===== src/rtl/race_pkg.sv =====
// race_pkg
//   Shared constants for the race controller: FSM state encoding, winner
//   codes and the saturation value of the two-digit BCD display counter.
package race_pkg;

    // FSM state encoding (also driven out on state_o for debug LEDs)
    localparam logic [2:0] IDLE      = 3'd0;
    localparam logic [2:0] COUNTDOWN = 3'd1;
    localparam logic [2:0] RUN       = 3'd2;
    localparam logic [2:0] FINISH    = 3'd3;
    localparam logic [2:0] FAULT     = 3'd4;

    // winner codes
    localparam logic [1:0] W_NONE = 2'b00;
    localparam logic [1:0] W_P1   = 2'b01;
    localparam logic [1:0] W_P2   = 2'b10;
    localparam logic [1:0] W_TIE  = 2'b11;

    // largest value the 00-99 display counter can show
    localparam logic [7:0] BCD_MAX = 8'h99;

endpackage


===== src/rtl/race_controller_if.sv =====
// race_controller_if
//   Groups the race controller's input buttons, the display-counter value
//   and all race outputs.
//   master : board side (drives buttons and time_bcd, reads results)
//   slave  : race_controller
//   Signals: start, p1_btn, p2_btn, time_bcd[7:0], timer_clear, timer_tick,
//            countdown[3:0], p1_time[7:0], p2_time[7:0], winner[1:0],
//            false_start, fault_player[1:0], state_o[2:0]
interface race_controller_if;
    logic       start;
    logic       p1_btn;
    logic       p2_btn;
    logic [7:0] time_bcd;
    logic       timer_clear;
    logic       timer_tick;
    logic [3:0] countdown;
    logic [7:0] p1_time;
    logic [7:0] p2_time;
    logic [1:0] winner;
    logic       false_start;
    logic [1:0] fault_player;
    logic [2:0] state_o;

    modport master (
        output start, p1_btn, p2_btn, time_bcd,
        input  timer_clear, timer_tick, countdown, p1_time, p2_time,
               winner, false_start, fault_player, state_o
    );

    modport slave (
        input  start, p1_btn, p2_btn, time_bcd,
        output timer_clear, timer_tick, countdown, p1_time, p2_time,
               winner, false_start, fault_player, state_o
    );
endinterface


===== src/rtl/tick_prescaler.sv =====
// tick_prescaler
//   Divides the system clock down to a one-cycle tick every TICK_CYCLES
//   cycles. The count is held at zero while run is low, so every
//   countdown/race starts with a full tick period.
//   Ports: clock, reset_n (sync, active low), run (count enable/clear),
//          tick (one-cycle pulse, combinational from the counter)
module tick_prescaler #(
    parameter int unsigned TICK_CYCLES = 50_000_000
) (
    input  logic clock,
    input  logic reset_n,
    input  logic run,
    output logic tick
);

    logic [31:0] cnt;

    assign tick = run && (cnt == TICK_CYCLES - 1);

    always_ff @(posedge clock) begin
        if (!reset_n || !run) cnt <= 32'd0;
        else if (tick)        cnt <= 32'd0;
        else                  cnt <= cnt + 32'd1;
    end

endmodule


===== src/rtl/race_controller.sv =====
// race_controller
//   Sequences one two-player race around the 1 Hz BCD display counter:
//   IDLE -> COUNTDOWN -> RUN -> FINISH, with FAULT on a false start.
//   Generates the counter's tick/clear strobes, latches each player's
//   finish time, decides the winner and flags false starts.
//   Ports: clock, reset_n (sync, active low), bus (race_controller_if.slave)
//   All outputs except state_o are registered from next-state values so
//   they change on the same edge as the state.
module race_controller
    import race_pkg::*;
#(
    parameter int unsigned TICK_CYCLES    = 50_000_000,
    parameter int unsigned COUNTDOWN_SECS = 3
) (
    input  logic               clock,
    input  logic               reset_n,
    race_controller_if.slave   bus
);

    logic [2:0] state, state_n;
    logic       prev_start, prev_p1, prev_p2;
    logic       start_e, p1_e, p2_e;
    logic       run, tick;
    logic       done1, done2, done1_n, done2_n;
    logic       new1, new2;
    logic [3:0] cd_n;
    logic [7:0] p1_n, p2_n;
    logic [1:0] win_n, fp_n;

    // previous-value registers reset to 1: a button held through reset
    // must not register as a press afterwards
    assign start_e = bus.start  & ~prev_start;
    assign p1_e    = bus.p1_btn & ~prev_p1;
    assign p2_e    = bus.p2_btn & ~prev_p2;

    assign run         = (state == COUNTDOWN) || (state == RUN);
    assign bus.state_o = state;

    tick_prescaler #(.TICK_CYCLES(TICK_CYCLES)) u_presc (
        .clock   (clock),
        .reset_n (reset_n),
        .run     (run),
        .tick    (tick)
    );

    always_comb begin
        state_n = state;
        cd_n    = bus.countdown;
        p1_n    = bus.p1_time;
        p2_n    = bus.p2_time;
        win_n   = bus.winner;
        fp_n    = bus.fault_player;
        done1_n = done1;
        done2_n = done2;
        new1    = 1'b0;
        new2    = 1'b0;
        case (state)
            IDLE: if (start_e) begin
                state_n = COUNTDOWN;
                cd_n    = 4'(COUNTDOWN_SECS);
                p1_n    = 8'h00;
                p2_n    = 8'h00;
                win_n   = W_NONE;
                fp_n    = 2'b00;
                done1_n = 1'b0;
                done2_n = 1'b0;
            end
            COUNTDOWN: begin
                // a press beats a coincident tick
                if (p1_e || p2_e) begin
                    state_n = FAULT;
                    cd_n    = 4'd0;
                    fp_n    = bus.fault_player | {p2_e, p1_e};
                end else if (tick) begin
                    if (bus.countdown == 4'd1) begin
                        state_n = RUN;
                        cd_n    = 4'd0;
                    end else begin
                        cd_n = bus.countdown - 4'd1;
                    end
                end
            end
            RUN: begin
                // abort wins over a same-cycle player press
                if (start_e) begin
                    state_n = IDLE;
                end else begin
                    new1 = p1_e & ~done1;
                    new2 = p2_e & ~done2;
                    if (new1) begin p1_n = bus.time_bcd; done1_n = 1'b1; end
                    if (new2) begin p2_n = bus.time_bcd; done2_n = 1'b1; end
                    if (!done1 && !done2) begin
                        if (new1 && new2) win_n = W_TIE;
                        else if (new1)    win_n = W_P1;
                        else if (new2)    win_n = W_P2;
                    end
                    if (done1_n && done2_n) begin
                        state_n = FINISH;
                    end else if (tick && bus.time_bcd == BCD_MAX) begin
                        // time limit: stop before the counter would wrap
                        state_n = FINISH;
                        if (!done1_n) p1_n = BCD_MAX;
                        if (!done2_n) p2_n = BCD_MAX;
                    end
                end
            end
            FINISH, FAULT: if (start_e) state_n = IDLE;
            default: state_n = IDLE;
        endcase
    end

    always_ff @(posedge clock) begin
        if (!reset_n) begin
            state            <= IDLE;
            prev_start       <= 1'b1;
            prev_p1          <= 1'b1;
            prev_p2          <= 1'b1;
            done1            <= 1'b0;
            done2            <= 1'b0;
            bus.countdown    <= 4'd0;
            bus.p1_time      <= 8'h00;
            bus.p2_time      <= 8'h00;
            bus.winner       <= W_NONE;
            bus.fault_player <= 2'b00;
            bus.false_start  <= 1'b0;
            bus.timer_tick   <= 1'b0;
            bus.timer_clear  <= 1'b1;
        end else begin
            state            <= state_n;
            prev_start       <= bus.start;
            prev_p1          <= bus.p1_btn;
            prev_p2          <= bus.p2_btn;
            done1            <= done1_n;
            done2            <= done2_n;
            bus.countdown    <= cd_n;
            bus.p1_time      <= p1_n;
            bus.p2_time      <= p2_n;
            bus.winner       <= win_n;
            bus.fault_player <= fp_n;
            bus.false_start  <= (state_n == FAULT);
            // only count while the race keeps running next cycle
            bus.timer_tick   <= tick && (state == RUN) && (state_n == RUN);
            // display held at 00 outside a race, frozen in FINISH
            bus.timer_clear  <= (state_n == IDLE) || (state_n == COUNTDOWN) ||
                                (state_n == FAULT);
        end
    end

endmodule

===== src/flat_wrapper.sv =====
// flat-port wrapper written by rule: the top's interface ports become plain ports
module race_controller_flat import race_pkg::*;
#(
    parameter int unsigned TICK_CYCLES    = 50_000_000,
    parameter int unsigned COUNTDOWN_SECS = 3
)
  (clock, reset_n, bus_start, bus_p1_btn, bus_p2_btn, bus_time_bcd, bus_timer_clear, bus_timer_tick, bus_countdown, bus_p1_time, bus_p2_time, bus_winner, bus_false_start, bus_fault_player, bus_state_o);
  race_controller_if bus_i ();
  input  logic clock;
  input  logic reset_n;
  input wire logic [$bits(bus_i.start)-1:0] bus_start;
  input wire logic [$bits(bus_i.p1_btn)-1:0] bus_p1_btn;
  input wire logic [$bits(bus_i.p2_btn)-1:0] bus_p2_btn;
  input wire logic [$bits(bus_i.time_bcd)-1:0] bus_time_bcd;
  output wire logic [$bits(bus_i.timer_clear)-1:0] bus_timer_clear;
  output wire logic [$bits(bus_i.timer_tick)-1:0] bus_timer_tick;
  output wire logic [$bits(bus_i.countdown)-1:0] bus_countdown;
  output wire logic [$bits(bus_i.p1_time)-1:0] bus_p1_time;
  output wire logic [$bits(bus_i.p2_time)-1:0] bus_p2_time;
  output wire logic [$bits(bus_i.winner)-1:0] bus_winner;
  output wire logic [$bits(bus_i.false_start)-1:0] bus_false_start;
  output wire logic [$bits(bus_i.fault_player)-1:0] bus_fault_player;
  output wire logic [$bits(bus_i.state_o)-1:0] bus_state_o;
  assign bus_i.start = bus_start;
  assign bus_i.p1_btn = bus_p1_btn;
  assign bus_i.p2_btn = bus_p2_btn;
  assign bus_i.time_bcd = bus_time_bcd;
  assign bus_timer_clear = bus_i.timer_clear;
  assign bus_timer_tick = bus_i.timer_tick;
  assign bus_countdown = bus_i.countdown;
  assign bus_p1_time = bus_i.p1_time;
  assign bus_p2_time = bus_i.p2_time;
  assign bus_winner = bus_i.winner;
  assign bus_false_start = bus_i.false_start;
  assign bus_fault_player = bus_i.fault_player;
  assign bus_state_o = bus_i.state_o;
  race_controller #(.TICK_CYCLES(TICK_CYCLES), .COUNTDOWN_SECS(COUNTDOWN_SECS)) u_core (.clock(clock), .reset_n(reset_n), .bus(bus_i));
endmodule

===== config.mk =====
export PLATFORM = sky130hd
export DESIGN_NAME = race_controller_flat
export DESIGN_NICKNAME = d
export VERILOG_FILES = /design/src/rtl/race_pkg.sv /design/src/rtl/race_controller_if.sv /design/src/rtl/tick_prescaler.sv /design/src/rtl/race_controller.sv /design/src/flat_wrapper.sv
export SDC_FILE = /design/constraint.sdc
export NUM_CORES = 1
export LEC_CHECK = 0
export CAP_MARGIN = 25
export CELL_PAD_IN_SITES_DETAIL_PLACEMENT = 0
export CELL_PAD_IN_SITES_GLOBAL_PLACEMENT = 1
export CORE_UTILIZATION = 41
export CTS_CLUSTER_DIAMETER = 50
export DETAILED_ROUTE_END_ITERATION = 12
export GPL_TIMING_DRIVEN = 0
export PLACE_DENSITY = 0.79
export SETUP_SLACK_MARGIN = 0.1
export SLEW_MARGIN = 20
export SYNTH_ARGS = -nofsm -noshare
export SYNTH_HDL_FRONTEND = slang
export SYNTH_SLANG_ARGS = --single-unit

===== constraint.sdc =====
create_clock -name clock -period 2.4 [get_ports clock]
set_clock_uncertainty 0.1 [all_clocks]
set_input_delay 0.48 -clock clock [delete_from_list [all_inputs] [get_ports clock]]
set_output_delay 0.48 -clock clock [all_outputs]
set_load 0.02 [all_outputs]

==> impl_metrics.py <==
metrics = {
    "clock_tree": {
        "cts_tree": "yes",
        "clock_path_buffers": 2,
        "cts.reportedPaths.clkPinSlew_ns": 0.07,
        "clkLatencyLatePin_ns": 0.34,
        "postCtsHoldBufs": 0,
        "cts_sinks": 67,
        "postCtsSetupRepairBufs": 0,
        "tritoncts.num_buffers": 9,
        "ctsHtreeMaxLevel": 3,
        "cts.root.buffer_cell": "sky130_fd_sc_hd__clkbuf_8",
    },
    "floorplanning": {
        "ios": 43,
        "die-area_um2": 8295,
        "floorplan.die.width_um": 91.08,
        "placeableCoreArea_um2": 7687,
        "start_util": 0.4232,
        "die_height_um": 91.08,
        "row_count": 32,
    },
    "yosys": {
        "synth-edff-count": 0,
        "ys_ff_latch": 67,
        "yosysTopAreaCell": "sky130_fd_sc_hd__dfxtp_1",
        "netlist_top_cells_area": "sky130_fd_sc_hd__dfxtp_1, sky130_fd_sc_hd__nor2_1, sky130_fd_sc_hd__xnor2_1, sky130_fd_sc_hd__a21oi_1, sky130_fd_sc_hd__nand3_1",
        "yosys_warnings": 0,
        "async_flop_share": 0,
        "synth_ff_type": "sky130_fd_sc_hd__dfxtp_1",
        "post-synth-top-count-cell": "sky130_fd_sc_hd__dfxtp_1",
        "ys_seq_area_frac": 0.4123,
        "area_share_of_the_largest_cell_type_after_synthesis": 0.4123,
        "ys_top_cells_by_count": "sky130_fd_sc_hd__dfxtp_1, sky130_fd_sc_hd__nor2_1, sky130_fd_sc_hd__nand2_1",
        "synth_area_um2": 3253,
        "netlist-cell-type-count": 56,
        "post_synth_inst_count": 380,
        "postSynthNetCount": 396,
        "synthesis.area_per_instance_um2": 8.561,
    },
    "routing": {
        "antenna_violating_nets_post_route": 0,
        "drc_errors": 0,
        "wl_per_cell_um": 14.73,
        "viasPerCell": 5.420,
        "dr_total_vias": 2927,
        "wirelength_um": 7956,
        "detailedRoute.firstIterationViolations": 129,
        "detailed_router_iteration_count_before_antenna_repair": 5,
    },
    "pwr": {
        "max-vdd-ir-drop_v": 0.0002895,
        "p_leak_uw": 0.001355,
        "power.density_nw_per_um2": 615.4,
    },
    "critical_path": {
        "crit_slowest_cell": "sky130_fd_sc_hd__or4_4",
        "startpoint_type": "primary input",
        "critPathTopFamily": "simple AND/OR/NAND/NOR gates",
        "cp_data_arrival_time_ns": 2.33,
        "critPathBufInv": 1,
        "cp_max_fo": 4,
        "critPathCaptureType": "flip-flop",
        "crit_path_max_incr_delay_ns": 0.54,
        "crit_type": "primary input to flip-flop",
        "timing.critical_path.cells": "dlygate4sd2_1 -> or4bb_1 -> or4_4 -> nor4_4 -> and3_4 -> nor3_1",
        "cp_data_required_time_ns": 2.53,
    },
    "timing": {
        "max_freq_ghz": 0.4532,
        "setup_tns_ns": 0,
        "timing.hold.ws_ns": 0.3419,
        "worstMarginPinSlew_ns": 0.5388,
        "post-route-period-util": 0.9193,
        "hold_viol_final": 0,
        "timing.final.crit_period_ns": 2.206,
        "setup_repair_after_global_routing_missed_its_margin": "yes",
        "slew_headroom": 0.6381,
        "setup_viol": 0,
        "maxSlewViolCount": 0,
    },
    "global_routing": {
        "grt.total_usage": 0.2006,
        "grt.overflow.total": 0,
        "grt_max_degree": 13,
        "first_global_vias": 2731,
        "grt_pass1_wl_um": 13280,
        "antenna_found_initial": 0,
    },
    "final_layout": {
        "n_antenna_cell": 0,
        "num-nets-final": 449,
        "layout-area-overhead-vs-synth_pct": 25.88,
        "final_design_area_no_fill_um2": 4095,
        "final_layout_size_suffix_gt1_frac": 0.1142,
        "layout.filler_cells": 760,
    },
    "status": {
        "run_status": "finished, final reports clean",
    },
    "placement": {
        "place.gp.congestion": 0.8215,
        "place_hpwl_um": 5789,
        "dpl-instance-area_um2": 3801,
        "portBuffers": 42,
    },
    "hold_path": {
        "worstHoldPathType": "flip-flop to flip-flop",
    },
    "run": {
        "max_cap_violations": 0,
    },
}
worst reg2reg max path, cell delays in order, from the launching register on:
cell,delay (ns)
sky130_fd_sc_hd__dfxtp_1,0.38
sky130_fd_sc_hd__nor4bb_1,0.37
sky130_fd_sc_hd__nand4_1,0.27
sky130_fd_sc_hd__or3_4,0.48
sky130_fd_sc_hd__nand3_2,0.17
sky130_fd_sc_hd__clkbuf_4,0.24
sky130_fd_sc_hd__nor2_1,0.07
kinds of logic after synthesis:
group / synth area share
mux: 0.02462
xor+xnor: 0.07000
flops: 0.4123
simple gates: 0.3273
buf+inv: 0.04231
fa+ha+maj: 0.01154
compound gates: 0.1119
timing repair:
action	in CTS	in global routing
resized for setup	16	11
endpoints found under the setup margin	17	37
pin swaps	5	2
worst paths after layout:
kind	startpoint	to	slack [ns]	cells past startpoint
setup / recovery	bus_time_bcd[1]	u_core.bus.p2_time[5]$_SDFFE_PN0P_	0.19	6
hold / removal	u_core.u_presc.cnt[0]$_SDFF_PP0_	u_core.u_presc.cnt[0]$_SDFF_PP0_	0.34	1
setup reg to reg	u_core.u_presc.cnt[10]$_SDFF_PP0_	u_core.u_presc.cnt[2]$_SDFF_PP0_	0.22	6
hold reg to reg	u_core.u_presc.cnt[0]$_SDFF_PP0_	u_core.u_presc.cnt[0]$_SDFF_PP0_	0.34	1
area by class of cell:
cell class,count,area (um^2),area share
tap,102,127.6,0.03116
clock inverter,6,88.84,0.02169
timing repair buffer,42,410.4,0.1002
buffer,17,113.9,0.02780
inverter,8,30.03,0.007333
multi-input combinational,288,1846,0.4507
sequential,67,1341,0.3275
clock buffer,10,137.6,0.03361
through the flow:
step / setup WS [ns] / cells / util / power (uW)
floorplan: 0.2706 / 380 / - / 1374
global placement: -0.4434 / 524 / 0.4945 / 1492
detailed placement: -0.4502 / 524 / 0.4945 / 1492
CTS: 0.1000 / 540 / 0.5272 / 2543
global route: 0.07626 / 540 / 0.5327 / 2643
finish: 0.1936 / 540 / 0.5327 / 2520
flip-flops by register name, summed over array words and instances (netlist names), 2 cells and up:
register                 flops
u_core.bus.winner            2
u_core.u_presc.cnt          32
u_core.bus.p1_time           8
u_core.bus.p2_time           8
u_core.bus.countdown         4
u_core.bus.fault_player      2
u_core.bus.state_o           3
report_power, final:
part           switching, uW  leakage [uW]  internal [uW]  total (uW)
sequential              22.6      0.000542           1140        1160
clock                    438      0.000108            613        1050
combinational            186      0.000705            124         311
total                    647       0.00135           1870        2520
cell usage in the layout (no fill, tap or decap), types with 7 or more instances in the layout:
cell	count
sky130_fd_sc_hd__a21oi_1	22
sky130_fd_sc_hd__clkbuf_8	10
sky130_fd_sc_hd__clkdlybuf4s50_1	34
sky130_fd_sc_hd__dfxtp_1	67
sky130_fd_sc_hd__dlygate4sd2_1	8
sky130_fd_sc_hd__inv_1	8
sky130_fd_sc_hd__mux2i_1	8
sky130_fd_sc_hd__nand2_1	26
sky130_fd_sc_hd__nand2b_1	7
sky130_fd_sc_hd__nand3_1	20
sky130_fd_sc_hd__nand4_1	9
sky130_fd_sc_hd__nor2_1	52
sky130_fd_sc_hd__nor3_1	19
sky130_fd_sc_hd__nor4_1	9
sky130_fd_sc_hd__o21ai_0	16
sky130_fd_sc_hd__or3_1	8
sky130_fd_sc_hd__xnor2_1	19
layer usage:
metal / share of wire / global-route usage / up-vias
li1: - / - / 1468
met1: 0.49 / 0.2648 / 1398
met2: 0.47 / 0.3295 / 48
met3: 0.029 / 0.03853 / 13
met4: 0.015 / 0.06349 / 0
met5: 0 / 0 / -
No activity file was read; power rests on OpenSTA's default activity.
==> RTL edit (same settings) <==
Reset style: asynchronous (`reset_n`), changed in one clocked block.
--- a/src/rtl/race_controller.sv
+++ b/src/rtl/race_controller.sv
@@ -109,7 +109,7 @@
         endcase
     end
 
-    always_ff @(posedge clock) begin
+    always_ff @(posedge clock or negedge reset_n) begin
         if (!reset_n) begin
             state            <= IDLE;
             prev_start       <= 1'b1;
Check against the original RTL: differs if reset_n is asserted again (counterexample within 4 cycles, from zero or initial values and one cycle with reset_n low); with reset_n held inactive, the same outputs for 10 cycles.
==> RTL edit against the original RTL <==
Routed wire length fell by 8.1%. First-iteration DRC count fell by 51%. Sequential share of layout area rose by 5.0 points. Count of clock-buffer cells in the layout rose by 4. Sequential cell count did not move. Via count fell by 7.8%. Design area fell by 1.4%. Maximum frequency rose by 4.1%. Die area rose by 0.11%. Area after synthesis rose by 0.12%. Setup slack improved by 0.087 ns.
Power is not compared: it rests on default switching activity, and its combinational part moved more than twofold at a synthesized area within 25%.
==> RTL edit: results (changes against the original RTL) <==
Detail Placement HPWL: 5240 um (-9.5%)
Inverters: 7 (-1)
Syn Nets: 366 (-7.6%)
Crit-path slowest cell: nor3_4
Highest Clock Rate: 472 MHz (+4.1%)
DR iter-0 viols: 63 (-51%)
Total Wirelength: 7310 um (-8.1%)
Netlist cell types: 55 (-1.8%)
ranking of synthesized cells by area: dfrtp_1, dfxtp_1, nor2_1
Synth Instances: 350 (-7.9%)
worst hold margin: 0.335 ns (-0.00707 ns)
vias per inst: 5.24 (-3.3%)
largest registers: u_core.u_presc.cnt x32, u_core.bus.p1_time x8, u_core.bus.p2_time x8
clk_buf instances: 14 (+4)
top cells by count, synth: nor2_1, dfxtp_1, dfrtp_1, nand2_1, a21oi_1
filler cell count: 753 (-0.92%)
slew margin rel.: 61.9% (-1.9 points)
Seq/Total Area, Yosys: 46.7% (+5.5 points)
GPL Wtd Cong: 0.768 (-6.5%)
worst r2r src: u_core.u_presc.cnt[1]$_SDFF_PP0_
clock network area share: 4.28% (-1.3 points)
Worst EP arrival: 2.24 ns (-0.09 ns)
Syn Std Cell Area: 3260 sq um (+0.12%)
Multi-In Gates: 259 (-10%)
total track usage: 18.9% (-1.2 points)
number of global-route vias before repair: 2637 (-3.4%)
wire per inst: 14.2 um (-3.6%)
Reg clk slew, reported paths: 0.07 ns (about the same)
outcome: finished, final reports clean
Max FO, Critical Path: 7 (+3)
drt pass-1 iters: 4 (-1)
R2R Setup Slk: 0.28 ns (+0.06 ns)
Crit Path Class: flop to flop
reg2reg end: u_core.bus.countdown[3]$_DFFE_PN0P_
Min-Delay Path Depth: 1 (unchanged)
Cells after DPL: 495 (-5.5%)
Tot Pwr: 2900 uW
WL met2: 3510 um (-6.1%)
Async SR Flop Fraction: 52.2% (+52 points)
Register Area: 1520 sq um (+14%)
CP max stage delay: 0.40 ns (-0.14 ns)
share of layout cells above drive strength 1: 11.9% (+0.45 points)
Top Layer Used: met4
largest net degree at the start of global routing: 29 (+16)
met3 routed WL: 316 um (+36%)
global-route wire length before repair: 12600 um (-5.1%)
DRT met1 WL: 3400 um (-12%)
bufs w/o clock: 64 (+8.5%)
Signal buf overhead: 14.0% (+1.2 points)
Post-DP Area: 3820 sq um (+0.49%)
nets: 424 (-5.6%)
Pwr Density: 717 nW/um^2
ant diodes: 0 (unchanged)
hold_sp: u_core.u_presc.cnt[0]$_SDFF_PP0_
==> RTL edit: cell count changes in the layout (fill, tap and decap cells not counted), sizes merged, moves of 6 or more <==
cell,change
dfxtp,-35
dfrtp,+31
o21ai,-13
buf,+12
nand3,-10
xor2,+10
a22o,+8
dlygate4sd2,-8
mux2i,-8
xnor2,-8
clkdlybuf4s50,+7
nor4,-6
==> RTL edit: cells by family after synthesis <==
| family | synth area share [%] |
|---|---|
| AND/OR/NAND/NOR | 30.3 |
| flip-flops | 46.7 |
| XOR/XNOR | 7.76 |
| buffers and inverters | 3.69 |
| AO/OA/AOI/OAI | 10.4 |
| adder cells (fa/ha/maj) | 1.15 |
==> RTL edit: layer usage <==
metal	up-vias	track usage [%]
li1	1360	-
met1	1274	23.9
met2	54	31.0
met3	12	5.78
met4	0	5.42
met5	-	0
==> RTL edit: what timing repair did <==
action	4_1_cts	5_1_grt
buffers inserted	0	3
hold endpoints to repair	5	0
hold buffers	1	0
setup endpoints to repair	4	17
resized for setup	1	5
pin swaps	0	2
